**src/rtl/vga_fb_writer.sv**
```systemverilog
// Write-side engine for the 1-bit frame buffer: takes FILL/CLEAR_ALL commands
// and streams one pixel word per clock into RAM port A, optionally only during vblank.
module vga_fb_writer #(
  parameter int SYNC_VBLANK = 0
) (
  input  logic        clk50,
  input  logic        reset,
  input  logic        cmd_valid,
  output logic        cmd_ready,
  input  logic [1:0]  cmd_op,
  input  logic [2:0]  cmd_lane,
  input  logic [8:0]  cmd_row,
  input  logic [8:0]  cmd_len,
  input  logic        cmd_value,
  input  logic        vblank,
  output logic [11:0] vga_ram_addr,
  output logic        vga_ram_din,
  output logic        vga_ram_we,
  output logic        busy,
  output logic        done,
  output logic [1:0]  dbg_state_o
);

  // Handshake: a command transfers on the clk50 edge where cmd_valid and
  // cmd_ready are both high; cmd_ready is high only while idle, and the
  // command fields are sampled on that edge alone.
  typedef enum logic [1:0] {
    IDLE    = 2'd0,
    WAIT_VB = 2'd1,
    WRITE   = 2'd2,
    DONE    = 2'd3
  } state_t;

  localparam logic [1:0] OP_FILL  = 2'b00;
  localparam logic [1:0] OP_CLEAR = 2'b01;

  state_t      state_q;
  logic        op_clear_q;
  logic [11:0] addr_cnt_q;
  logic [12:0] rem_q;
  logic        we_q;
  logic [11:0] addr_q;
  logic        din_q;
  logic        busy_q;
  logic        done_q;
  logic        ready_q;

  logic        accept_d;
  logic        start_write_d;
  logic        hold_d;
  logic [11:0] addr_step_d;
  logic [11:0] addr_next_d;
  logic [12:0] rem_next_d;

  always_comb begin
    accept_d      = 1'b0;
    start_write_d = 1'b0;
    hold_d        = 1'b0;
    addr_step_d   = 12'd8;
    accept_d      = cmd_valid && ready_q && (state_q == IDLE);
    start_write_d = (cmd_op == OP_CLEAR) || ((cmd_op == OP_FILL) && (cmd_len != 9'd0));
    hold_d        = (SYNC_VBLANK != 0) && !vblank;
    // FILL steps one row (+8) so the lane bits never change and the row wraps mod 512.
    if (op_clear_q) addr_step_d = 12'd1;
  end

  assign addr_next_d = addr_cnt_q + addr_step_d;
  assign rem_next_d  = rem_q - 13'd1;

  always_ff @(posedge clk50 or posedge reset) begin
    if (reset) begin
      state_q    <= IDLE;
      op_clear_q <= 1'b0;
      addr_cnt_q <= 12'd0;
      rem_q      <= 13'd0;
      we_q       <= 1'b0;
      addr_q     <= 12'd0;
      din_q      <= 1'b0;
      busy_q     <= 1'b0;
      done_q     <= 1'b0;
      ready_q    <= 1'b0;
    end else begin
      we_q   <= 1'b0;
      done_q <= 1'b0;
      case (state_q)
        IDLE: begin
          if (accept_d) begin
            ready_q    <= 1'b0;
            busy_q     <= 1'b1;
            din_q      <= cmd_value;
            op_clear_q <= (cmd_op == OP_CLEAR);
            if (cmd_op == OP_CLEAR) begin
              addr_cnt_q <= 12'd0;
              rem_q      <= 13'd4096;
            end else begin
              addr_cnt_q <= {cmd_row, cmd_lane};
              rem_q      <= {4'd0, cmd_len};
            end
            if (!start_write_d) state_q <= DONE;
            else if (hold_d)    state_q <= WAIT_VB;
            else                state_q <= WRITE;
          end else begin
            ready_q <= 1'b1;
          end
        end
        WAIT_VB: begin
          if (vblank) state_q <= WRITE;
        end
        WRITE: begin
          // Leaving vblank drops this word; the counters stay put so it is retried.
          if (hold_d) begin
            state_q <= WAIT_VB;
          end else begin
            we_q       <= 1'b1;
            addr_q     <= addr_cnt_q;
            addr_cnt_q <= addr_next_d;
            rem_q      <= rem_next_d;
            if (rem_q == 13'd1) state_q <= DONE;
          end
        end
        DONE: begin
          done_q  <= 1'b1;
          busy_q  <= 1'b0;
          state_q <= IDLE;
        end
        default: state_q <= IDLE;
      endcase
    end
  end

  assign cmd_ready    = ready_q;
  assign vga_ram_addr = addr_q;
  assign vga_ram_din  = din_q;
  assign vga_ram_we   = we_q;
  assign busy         = busy_q;
  assign done         = done_q;
  assign dbg_state_o  = state_q;

endmodule

```
**config.mk**
```make
export PLATFORM = sky130hd
export DESIGN_NAME = vga_fb_writer
export DESIGN_NICKNAME = d
export VERILOG_FILES = /design/src/rtl/vga_fb_writer.sv
export SDC_FILE = /design/constraint.sdc
export NUM_CORES = 1
export LEC_CHECK = 0
export ABC_AREA = 1
export CAP_MARGIN = 20
export CORE_MARGIN = 5
export CORE_UTILIZATION = 45
export CTS_CLUSTER_SIZE = 8
export DETAILED_ROUTE_END_ITERATION = 6
export PLACE_DENSITY = 0.74
export SYNTH_ARGS = -nofsm -noshare
export SYNTH_HDL_FRONTEND = slang
export SYNTH_SLANG_ARGS = --single-unit
```
**constraint.sdc**
```tcl
create_clock -name clk50 -period 1.8 [get_ports clk50]
set_clock_uncertainty 0.15 [all_clocks]
set_input_delay 0.36 -clock clk50 [delete_from_list [all_inputs] [get_ports clk50]]
set_output_delay 0.36 -clock clk50 [all_outputs]
set_load 0.02 [all_outputs]
```
## Word level (Yosys, flattened, before mapping)

Cells that the tools add are included.

| storage, ports and cells | value |
|---|---|
| register bits after elaboration | 45 |
| input bits | 28 |
| output and inout bits | 19 |

| operators by class | value |
|---|---|
| $add $sub $neg | 2 |
| equal/unequal tests | 8 |
| mux-type cells | 17 |
| reductions and logical operators | 13 |

Operator list:

| operator | number |
|---|---|
| $mux W13 | 2 |
| $pmux W13 S2 | 1 |
| $mux W12 | 2 |
| $pmux W12 S2 | 1 |
| $eq A13 B1 Y1 const B | 1 |
| $sub A13 B1 Y13 const B | 1 |
| $add A12 B12 Y12 | 1 |
| $reduce_bool A9 Y1 | 1 |
| $pmux W2 S4 | 1 |
| $mux W2 | 3 |
| $ne A2 B2 Y1 const B | 3 |
| $reduce_and A2 Y1 | 3 |
| $mux W1 | 5 |
| $eq A2 B1 Y1 const B | 2 |
| $eq A2 B2 Y1 const B | 2 |
| $logic_not A2 Y1 | 2 |
| $mux W4 | 1 |
| $reduce_bool A2 Y1 | 2 |
| $logic_and A1 B1 Y1 | 3 |
| $reduce_and A3 Y1 | 1 |
| $pmux W1 S2 | 1 |
| $logic_or A1 B1 Y1 | 1 |

## Longest topological paths before layout

Gate-level depths: netlist of run 1.

| depth | value |
|---|---|
| word-level depth | 6 |
| depth in mapped cells | 10 |
| gate-level depth less buffers | 10 |

## Worst setup path before layout of run 1

OpenSTA, ideal clock, no wires.

| timing | value |
|---|---|
| path kind | register to register |
| start point | register addr_cnt_q[3] |
| end point | register addr_cnt_q[8] |
| library setup time | 0.124 ns |
| data arrival time | 1.324 ns |
| slack | 0.202 ns |
| cell stages (with the launch flop) | 7 |
| path buffers | 0 |
| period minus slack after synthesis | 1.598 ns |
| cells stage by stage | dfrtp_1 > ha_1 > nand2_1 > o21ai_1 > nand2_1 > o211ai_1 > nand2_1 |

| between the ends | value |
|---|---|
| word-level cells in the longest chain between the ends | 2 |

Ends and longest elaborated chain:

| element | RTL line | text |
|---|---|---|
| start, declared | 39 | `logic [11:0] addr_cnt_q;` |
| start signal, assigned | 96 | `addr_cnt_q <= {cmd_row, cmd_lane};` |
| start signal, assigned | 116 | `addr_cnt_q <= addr_next_d;` |
| $add A12 B12 Y12 | 67 | `assign addr_next_d = addr_cnt_q + addr_step_d;` |
| $pmux W12 S2 | 85 | `case (state_q)` |

No other way between the ends.
A chain may end at the register's enable or synchronous reset.

## Final worst setup path of run 1

| timing | value |
|---|---|
| start point | register din_q, in the netlist vga_ram_din |
| end point | output vga_ram_din |

RTL lines:

| element | RTL line | text |
|---|---|---|
| start, declared | 43 | `logic din_q;` |
| start signal, assigned | 90 | `din_q <= cmd_value;` |
| end, declared | 17 | `output logic vga_ram_din,` |

No word-level cell between the ends.

==> results.py, run 1 <==
metrics = {
    "flow_run": {
        "maxCapViolations": 0,
    },
    "drt": {
        "ant_nets": 0,
        "finalWirelength_um": 6630,
        "drc": 0,
        "wl_met1_um": 3030,
        "vias": 2511,
        "top_layer_used": "met4",
        "dr.pass1.iters": 4,
        "routedWlPerCell_um": 13.4,
        "dr_wl_met3_um": 469,
        "drt_iter0_markers": 149,
        "wl_met2_um": 3030,
        "viasPerCell": 5.06,
    },
    "synthesis": {
        "synth_cell_types": 26,
        "yosysTopAreaCell": "dfrtp_1",
        "synth_edf_count": 0,
        "synth_top_cell_area_share_pct": 43.2,
        "synthesis.nets": 397,
        "ys_warn_count": 0,
        "ys_seq_area_share_pct": 43.2,
        "yosys-top-cells-area": "dfrtp_1 43%, nand2_1 16%, nand3_1 7.7%, nor2_1 7.1%, inv_1 6.5%",
        "synth_ff_type": "dfrtp_1",
        "yosysMostFrequentCell": "nand2_1",
        "ys_async_sr_fraction_pct": 100,
        "netlist_area_um2": 2600,
        "netlist_top_cells_count": "109 x nand2_1, 49 x nor2_1, 45 x dfrtp_1, 45 x inv_1, 40 x nand3_1",
        "syn_inst": 364,
        "syn_avg_cell_area_um2": 7.15,
        "ys_ff_latch": 45,
    },
    "sta": {
        "final.period_utilization_pct": 97.5,
        "rsz0062_at_grt": "true",
        "max_freq_mhz": 570,
        "slew_headroom_pct": 71.1,
        "worst_slack_ps": 45.0,
        "holdWs_ps": 126,
        "drv_slew": 0,
        "period_needed_ps": 1750,
        "fin_setup_tns_ps": 0,
        "finalSetupViolCount": 0,
        "hold_viol_final": 0,
        "worstMarginPinSlew_ps": 430,
    },
    "setup_path": {
        "r2r_slack_ps": 60,
        "path_class": "register to primary output",
        "crit_buf_inv": 1,
        "reg2reg_from": "op_clear_q",
        "required_ps": 1290,
        "worst_path_max_delay_cell": "clkdlybuf4s50_1",
        "crit_fanout": 2,
        "path_cells": "clkdlybuf4s50_1",
        "endpoint_kind": "primary output",
        "cpLargestDelayFamily": "buffers and inverters",
        "worst-path-stages": 1,
        "reg2reg_to": "addr_cnt_q[11]",
        "cp-start-kind": "register",
        "max_stage_delay_ps": 600,
        "crit_path_end": "vga_ram_din",
        "arrival_ps": 1240,
        "startpoint": "vga_ram_din",
        "r2r_cells": 10,
    },
    "cells_and_area": {
        "fillers": 514,
        "final_cell_area_um2": 3370,
        "fin_util_pct": 60.5,
        "syn_to_final_growth_pct": 29.5,
        "nets": 457,
        "drive_gt1_share_pct": 9.43,
        "register_area_um2": 1130,
        "fin_cells": 496,
        "antenna_cells": 0,
        "multi_input_area_um2": 1230,
    },
    "floorplanning": {
        "core_area_um2": 5570,
        "start_util_pct": 46.7,
        "io-pin-count": 47,
        "fp.dieArea_um2": 7410,
        "rows": 27,
        "die_y_um": 86.1,
        "die_w_um": 86.1,
    },
    "cts": {
        "clockBufferDepth": 2,
        "clk_latency_ps": 300,
        "clkSinkCount": 45,
        "cts_tree": "done",
        "hold_buffers": 0,
        "h-tree-depth": 2,
        "numCtsBuffers": 5,
        "cts-root-buf": "clkbuf_8",
        "clkTransAtPathRegs_ps": 80,
    },
    "run_status": {
        "status": "completed",
    },
    "global_routing": {
        "antenna_found_initial": 0,
        "grt_pass1_wl_um": 11200,
        "grt_pass1_vias": 2368,
        "globalRoute.totalOverflow": 0,
        "grt_max_degree": 31,
        "grt_use_total_pct": 18.8,
    },
    "place": {
        "pre_cts_ws_ps": -35.2,
        "place_congestion": 0.910,
        "placed_cells": 489,
        "dpl-instance-area_um2": 3260,
        "numPortBuffers": 46,
        "dpl.hpwl_um": 4980,
    },
    "pwr": {
        "p_leak_nw": 1.76,
        "peakVddDrop_mv": 0.306,
        "fin_total_pwr_mw": 1.77,
        "power_density_nw_per_um2": 524,
    },
    "worst_hold_path": {
        "min_path_type": "input pin to asynchronous set/reset pin",
    },
}
where the power goes:
part           switching (mW)  internal [mW]
registers                   0           1.01
clock network           0.339          0.305
logic                  0.0469         0.0645
total                   0.386           1.38
cells by family (layout without fill, tap and decap cells):
family	count (synthesis)	in the layout	share of synthesized area (%)
and+or+nand+nor	220	220	36.3
buffers and inverters	58	118	9.47
DFF	45	45	43.2
AOI/OAI and AO/OA	36	36	8.60
adders and majority gates	5	5	2.40
flip-flops by register name, summed over array words and instances (netlist names), 2 cells and up:
name,count
addr_cnt_q,12
dbg_state_o,2
rem_q,13
vga_ram_addr,12
how the worst min path moves through the flow:
stage                    start              end  slack [ps]
6_report                 reset         rem_q[3]         130
5_1_grt                  reset         rem_q[3]         140
4_1_cts                  reset         rem_q[4]         130
3_5_place_dp   vga_ram_addr[3]  vga_ram_addr[3]         320
3_3_place_gp       vga_ram_din      vga_ram_din         310
2_1_floorplan    addr_cnt_q[3]  vga_ram_addr[3]         320
per-layer routing:
layer  up-vias  global-route usage, %
met4         0                   7.19
met1      1151                   26.6
met3         8                   2.98
met2        84                   28.5
met5         -                      0
li1       1268                      -
cells in the final DEF (no fill, tap or decap):
cell / netlist / final
o211ai_2: 3 / 3
ha_1: 5 / 5
a21oi_1: 4 / 4
inv_1: 45 / 44
clkbuf_1: 0 / 1
o21ai_1: 9 / 9
nand2_1: 109 / 109
dlymetal6s2s_1: 0 / 11
dlygate4sd2_1: 0 / 2
buf_12: 0 / 3
nand4_1: 7 / 7
clkinv_1: 0 / 1
inv_2: 2 / 2
or2_2: 1 / 1
nor2_4: 1 / 1
buf_4: 1 / 15
nor3_1: 1 / 1
a31oi_1: 2 / 2
o21a_1: 3 / 3
nor2_1: 49 / 48
clkbuf_8: 0 / 6
clkdlybuf4s50_1: 0 / 33
nor2_2: 4 / 5
o211ai_1: 3 / 3
nand3b_1: 4 / 4
nand3_1: 40 / 40
o221ai_1: 1 / 1
nand2_4: 1 / 1
dfrtp_1: 45 / 45
o21ai_0: 11 / 11
nand2_2: 3 / 3
cell type report:
type / instances / area share (%)
Multi-Input combinational cell: 261 / 36.6
Sequential cell: 45 / 33.4
Timing Repair Buffer: 64 / 19.5
Inverter: 47 / 5.23
Tap cell: 72 / 2.67
Clock buffer: 7 / 2.56
timing repair:
item	CTS	global route
buffers inserted	0	0
pin swaps	0	0
gates resized for setup	2	12
endpoints found under the setup margin	2	19
worst reg2reg max path: cells and delay by family, from the launching register on:
kind / cells / cell delay [ps]
AO/OA/AOI/OAI: 1 / 190
buffers and inverters: 3 / 270
AND/OR/NAND/NOR: 5 / 350
adder cells (fa/ha/maj): 1 / 310
flip-flops: 1 / 370
No activity file was read; power rests on OpenSTA's default activity.
==> run 2, diff against run 1 <==
--- a/config.mk
+++ b/config.mk
@@ -12,6 +12,7 @@
 export CTS_CLUSTER_SIZE = 8
 export DETAILED_ROUTE_END_ITERATION = 6
 export PLACE_DENSITY = 0.74
+export RECOVER_POWER = 25
 export SYNTH_ARGS = -nofsm -noshare
 export SYNTH_HDL_FRONTEND = slang
 export SYNTH_SLANG_ARGS = --single-unit
==> results.py, run 2 (synthesis gave the netlist of run 1 again) <==
metrics = {
    "place": {
        "placed_cells": 489,
        "numPortBuffers": 46,
        "dpl.hpwl_um": 4980,
        "place_congestion": 0.910,
        "pre_cts_ws_ps": -35.2,
        "dpl-instance-area_um2": 3260,
    },
    "setup_path": {
        "crit_buf_inv": 1,
        "required_ps": 1290,
        "reg2reg_to": "addr_cnt_q[11]",
        "worst-path-stages": 1,
        "path_cells": "clkdlybuf4s50_1",
        "startpoint": "vga_ram_din",
        "path_class": "register to primary output",
        "crit_fanout": 2,
        "max_stage_delay_ps": 600,
        "worst_path_max_delay_cell": "clkdlybuf4s50_1",
        "cp-start-kind": "register",
        "r2r_cells": 10,
        "arrival_ps": 1240,
        "cpLargestDelayFamily": "buffers and inverters",
        "r2r_slack_ps": 60,
        "endpoint_kind": "primary output",
        "reg2reg_from": "op_clear_q",
        "crit_path_end": "vga_ram_din",
    },
    "pwr": {
        "power_density_nw_per_um2": 524,
        "sw_frac_of_total_pct": 21.8,
        "clkPwrFrac_pct": 36.5,
        "comb_power_share_pct": 6.1,
        "intPower_mw": 1.38,
        "power_switching_mw": 0.383,
        "peakVddDrop_mv": 0.305,
        "p_leak_nw": 1.75,
        "pwr-share-seq_pct": 57.4,
        "fin_total_pwr_mw": 1.76,
    },
    "cells_and_area": {
        "layout_common_cells": "109 x nand2_1, 48 x nor2_1, 45 x dfrtp_1",
        "nets": 457,
        "drive_gt1_share_pct": 9.43,
        "fin_cells": 496,
        "regMostFlops": "rem_q",
        "syn_to_final_growth_pct": 28.9,
        "largest_reg_flops": 13,
        "final_common_cell": "nand2_1",
        "final_cell_area_um2": 3360,
        "antenna_cells": 0,
        "fin_util_pct": 60.2,
    },
    "sta": {
        "final.period_utilization_pct": 97.5,
        "holdWs_ps": 248,
        "rsz0062_at_grt": "true",
        "hold_viol_final": 0,
        "worstMarginPinSlew_ps": 494,
        "slew_headroom_pct": 67.1,
        "drv_slew": 0,
        "max_freq_mhz": 570,
        "finalSetupViolCount": 0,
        "fin_setup_tns_ps": 0,
        "worst_slack_ps": 45.2,
        "period_needed_ps": 1750,
    },
    "floorplanning": {
        "start_util_pct": 46.7,
        "die_w_um": 86.1,
        "core_area_um2": 5570,
        "fp.dieArea_um2": 7410,
        "die_y_um": 86.1,
        "rows": 27,
        "io-pin-count": 47,
    },
    "global_routing": {
        "globalRoute.totalOverflow": 0,
        "grt_max_degree": 31,
        "grt_pass1_vias": 2368,
        "grt_pass1_wl_um": 11200,
        "grt_use_total_pct": 18.8,
        "antenna_found_initial": 0,
    },
    "cts": {
        "clockBufferDepth": 2,
        "cts_tree": "done",
        "clk_latency_ps": 300,
        "clkTransAtPathRegs_ps": 80,
        "hold_buffers": 0,
        "clkSinkCount": 45,
        "cts-root-buf": "clkbuf_8",
        "cts_setup_buffers": 0,
        "h-tree-depth": 2,
        "numCtsBuffers": 5,
    },
    "drt": {
        "routedWlPerCell_um": 13.3,
        "drt_iter0_markers": 149,
        "ant_nets": 0,
        "dr.pass1.iters": 4,
        "vias": 2511,
        "viasPerCell": 5.06,
        "drc": 0,
        "finalWirelength_um": 6610,
    },
    "worst_hold_path": {
        "min_path_type": "input pin to asynchronous set/reset pin",
    },
    "run_status": {
        "status": "completed",
    },
    "flow_run": {
        "maxCapViolations": 0,
    },
}
run 2: changes by cell type in the layout (fill, tap and decap cells not counted):
cell	before	now
clkbuf_2	0	1
clkdlybuf4s50_1	33	32
dlygate4sd3_1	0	1
buf_12	3	2
run 2: cell type report:
cell class                 instances  area [um^2]
inverter                          47          176
sequential                        45         1130
multi-input combinational        261         1230
clock buffer                       7         86.3
tap                               72         90.1
fill                             515         2220
timing repair buffer              64          643
run 2: power by group through the flow:
| stage | Clock (mW) | Sequential (mW) | Combinational, mW |
|---|---|---|---|
| global route | 0.703 | 1.01 | 0.116 |
| global placement | 0 | 1.03 | 0.112 |
| CTS | 0.662 | 1.01 | 0.113 |
| finish | 0.643 | 1.01 | 0.107 |
| floorplan | 0 | 1.03 | 0.0267 |
| detailed placement | 0 | 1.03 | 0.112 |
run 2: how the worst min path moves through the flow:
stage,startpoint,endpoint,slack [ps],cells after the start
2_1_floorplan,addr_cnt_q[3],vga_ram_addr[3],320,2
3_3_place_gp,vga_ram_din,vga_ram_din,310,2
3_5_place_dp,vga_ram_addr[3],vga_ram_addr[3],320,2
4_1_cts,reset,rem_q[4],130,2
5_1_grt,reset,rem_q[3],250,2
6_report,reset,rem_q[3],250,2
run 2: metal layers:
metal	part of all wire [%]	global-route usage [%]	vias up
li1	-	-	1266
met1	46	26.6	1160
met2	46	28.5	77
met3	6.6	2.98	8
met4	1.5	7.19	0
met5	0	0	-
run 2: timing repair:
item,in CTS,in global routing
cloned,0,0
gates resized for setup,2,12
hold endpoints to repair,0,0
endpoints found under the setup margin,2,19
pin swaps,0,0
==> run 3, diff against run 2 <==
--- a/config.mk
+++ b/config.mk
@@ -5,13 +5,13 @@
 export SDC_FILE = /design/constraint.sdc
 export NUM_CORES = 1
 export LEC_CHECK = 0
-export ABC_AREA = 1
 export CAP_MARGIN = 20
 export CORE_MARGIN = 5
 export CORE_UTILIZATION = 45
+export CTS_CLUSTER_DIAMETER = 150
 export CTS_CLUSTER_SIZE = 8
 export DETAILED_ROUTE_END_ITERATION = 6
-export PLACE_DENSITY = 0.74
+export PLACE_DENSITY = 0.76
 export RECOVER_POWER = 25
 export SYNTH_ARGS = -nofsm -noshare
 export SYNTH_HDL_FRONTEND = slang
==> results.py, run 3 <==
metrics = {
    "drt": {
        "finalWirelength_um": 6320,
        "viasPerCell": 5.61,
        "routedWlPerCell_um": 16.3,
        "dr.pass1.iters": 4,
        "drc": 0,
        "vias": 2182,
        "drt_iter0_markers": 226,
        "ant_nets": 0,
    },
    "floorplanning": {
        "fp.dieArea_um2": 6480,
        "core_area_um2": 4790,
        "rows": 25,
        "die_y_um": 80.5,
        "io-pin-count": 47,
        "die_w_um": 80.5,
        "start_util_pct": 46.7,
    },
    "global_routing": {
        "top_usage_layer": "met2",
        "grt_max_degree": 46,
        "use_met3_pct": 3.48,
        "antenna_found_initial": 0,
        "met1_usage_pct": 26.1,
        "grtUsageMet2_pct": 35.3,
        "grt_pass1_wl_um": 10300,
        "grt_pass1_vias": 2181,
        "grt_use_total_pct": 20.5,
        "globalRoute.totalOverflow": 0,
    },
    "cts": {
        "clkTransAtPathRegs_ps": 90,
        "clkSinkCount": 45,
        "cts_tree": "done",
        "hold_buffers": 0,
        "clockBufferDepth": 2,
        "clk_latency_ps": 310,
        "numCtsBuffers": 5,
        "h-tree-depth": 2,
        "cts-root-buf": "clkbuf_8",
    },
    "synthesis": {
        "ys_seq_area_share_pct": 50.4,
        "netlist_area_um2": 2240,
        "yosysMostFrequentCell": "nand2_1",
        "syn_inst": 239,
        "synth_ff_type": "dfrtp_1",
        "yosys-top-cells-area": "dfrtp_1 50%, nand2_1 8.1%, a21oi_1 2.9%, ha_1 2.8%, o211ai_1 2.4%",
        "synth_cell_types": 46,
        "yosysTopAreaCell": "dfrtp_1",
        "ys_async_sr_fraction_pct": 100,
        "synth_edf_count": 0,
        "syn_avg_cell_area_um2": 9.36,
        "ys_ff_latch": 45,
        "netlist_top_cells_count": "48 x nand2_1, 45 x dfrtp_1, 13 x a21oi_1, 12 x inv_1",
        "ys_warn_count": 0,
        "synthesis.nets": 272,
        "synth_top_cell_area_share_pct": 50.4,
    },
    "cells_and_area": {
        "register_area_um2": 1130,
        "largest_reg_flops": 13,
        "antenna_cells": 0,
        "multi_input_area_um2": 1150,
        "layout_common_cells": "47 x nand2_1, 43 x dfrtp_1, 41 x buf_4",
        "regMostFlops": "rem_q",
        "drive_gt1_share_pct": 23.0,
        "syn_to_final_growth_pct": 48.1,
        "nets": 354,
        "fillers": 365,
        "final_common_cell": "nand2_1",
    },
    "worst_hold_path": {
        "min_path_type": "register to register",
    },
    "pwr": {
        "fin_total_pwr_mw": 1.75,
        "power_density_nw_per_um2": 529,
        "peakVddDrop_mv": 0.376,
        "p_leak_nw": 1.58,
    },
    "setup_path": {
        "cp-start-kind": "register",
        "endpoint_kind": "register",
        "arrival_ps": 2020,
        "path_class": "register to register",
        "required_ps": 1840,
        "crit_fanout": 4,
    },
    "sta": {
        "drv_slew": 0,
        "final.period_utilization_pct": 110,
        "rsz0062_at_grt": "true",
        "max_freq_mhz": 506,
        "worstMarginPinSlew_ps": 1120,
        "hold_viol_final": 0,
        "period_needed_ps": 1970,
        "slew_headroom_pct": 25.5,
        "worst_slack_ps": -174,
        "finalSetupViolCount": 6,
    },
    "place": {
        "place_congestion": 0.835,
        "numPortBuffers": 46,
        "pre_cts_ws_ps": -375,
        "dpl.hpwl_um": 4460,
    },
    "run_status": {
        "status": "finished with violations",
        "violations": "setup timing",
    },
    "flow_run": {
        "maxCapViolations": 0,
    },
}
[run 3: through the flow]
step / area, um^2 / setup TNS [ps] / std cells / util [%] / hold WS [ps]
floorplan: 2280 / -332 / 239 / - / 296
global placement: 3050 / -3660 / 374 / 63.7 / 308
detailed placement: 3050 / -5600 / 374 / 63.7 / 313
CTS: 3150 / -274 / 384 / 65.9 / 263
global route: 3310 / -1150 / 389 / 69.2 / 354
finish: 3310 / -533 / 389 / 69.2 / 321
[run 3: cell type report]
cell class                 count  share of cell area [%]
clock buffer                   7                    2.30
clock inverter                 1                   0.227
inverter                      12                    1.36
multi-input combinational    168                    34.7
sequential                    45                    34.1
tap                           67                    2.53
timing repair buffer          89                    24.8
[run 3: kinds of logic (layout without fill, tap and decap cells)]
group	after synthesis	after routing	share of synthesized area, %
compound gates	61	61	18.7
xor+xnor	3	3	1.18
simple gates	98	98	21.3
flops	45	45	50.4
fa+ha+maj	5	5	2.80
buf+inv	26	109	5.20
mux	1	1	0.448
[run 3: final timing paths]
check | cells past startpoint | from | to | slack (ps)
max | 8 | op_clear_q | addr_cnt_q[5] | -170
min | 2 | vga_ram_addr[4] | vga_ram_addr[4] | 320
max reg2reg | 8 | op_clear_q | addr_cnt_q[5] | -170
min reg2reg | 2 | vga_ram_addr[4] | vga_ram_addr[4] | 320
max in group asynchronous | 3 | reset | dbg_state_o[0] | 170
min in group asynchronous | 3 | reset | vga_ram_addr[11] | 560
[run 3: what timing repair did]
| item | 4_1_cts | 5_1_grt |
|---|---|---|
| pin swaps | 1 | 5 |
| gates resized for setup | 6 | 35 |
| setup buffers | 2 | 6 |
| endpoints found under the setup margin | 10 | 31 |
| hold endpoints to repair | 0 | 0 |
[run 3: where the power goes]
group          internal [mW]  switching, mW
Sequential              1.01        0.00245
Clock                  0.275          0.354
Combinational         0.0619         0.0450
[run 3: critical path: stages, from the launching register on]
cell,delay [ps]
dfrtp_2,440
inv_2,70
ha_4,200
buf_4,130
a41oi_2,270
buf_4,190
inv_1,40
a311oi_1,280
nor3_1,90
[run 3: routing by layer]
layer	vias to the layer above	wire, um
met2	84	3120
met3	10	385
met5	-	0
li1	1036	-
met1	1052	2720
met4	0	92
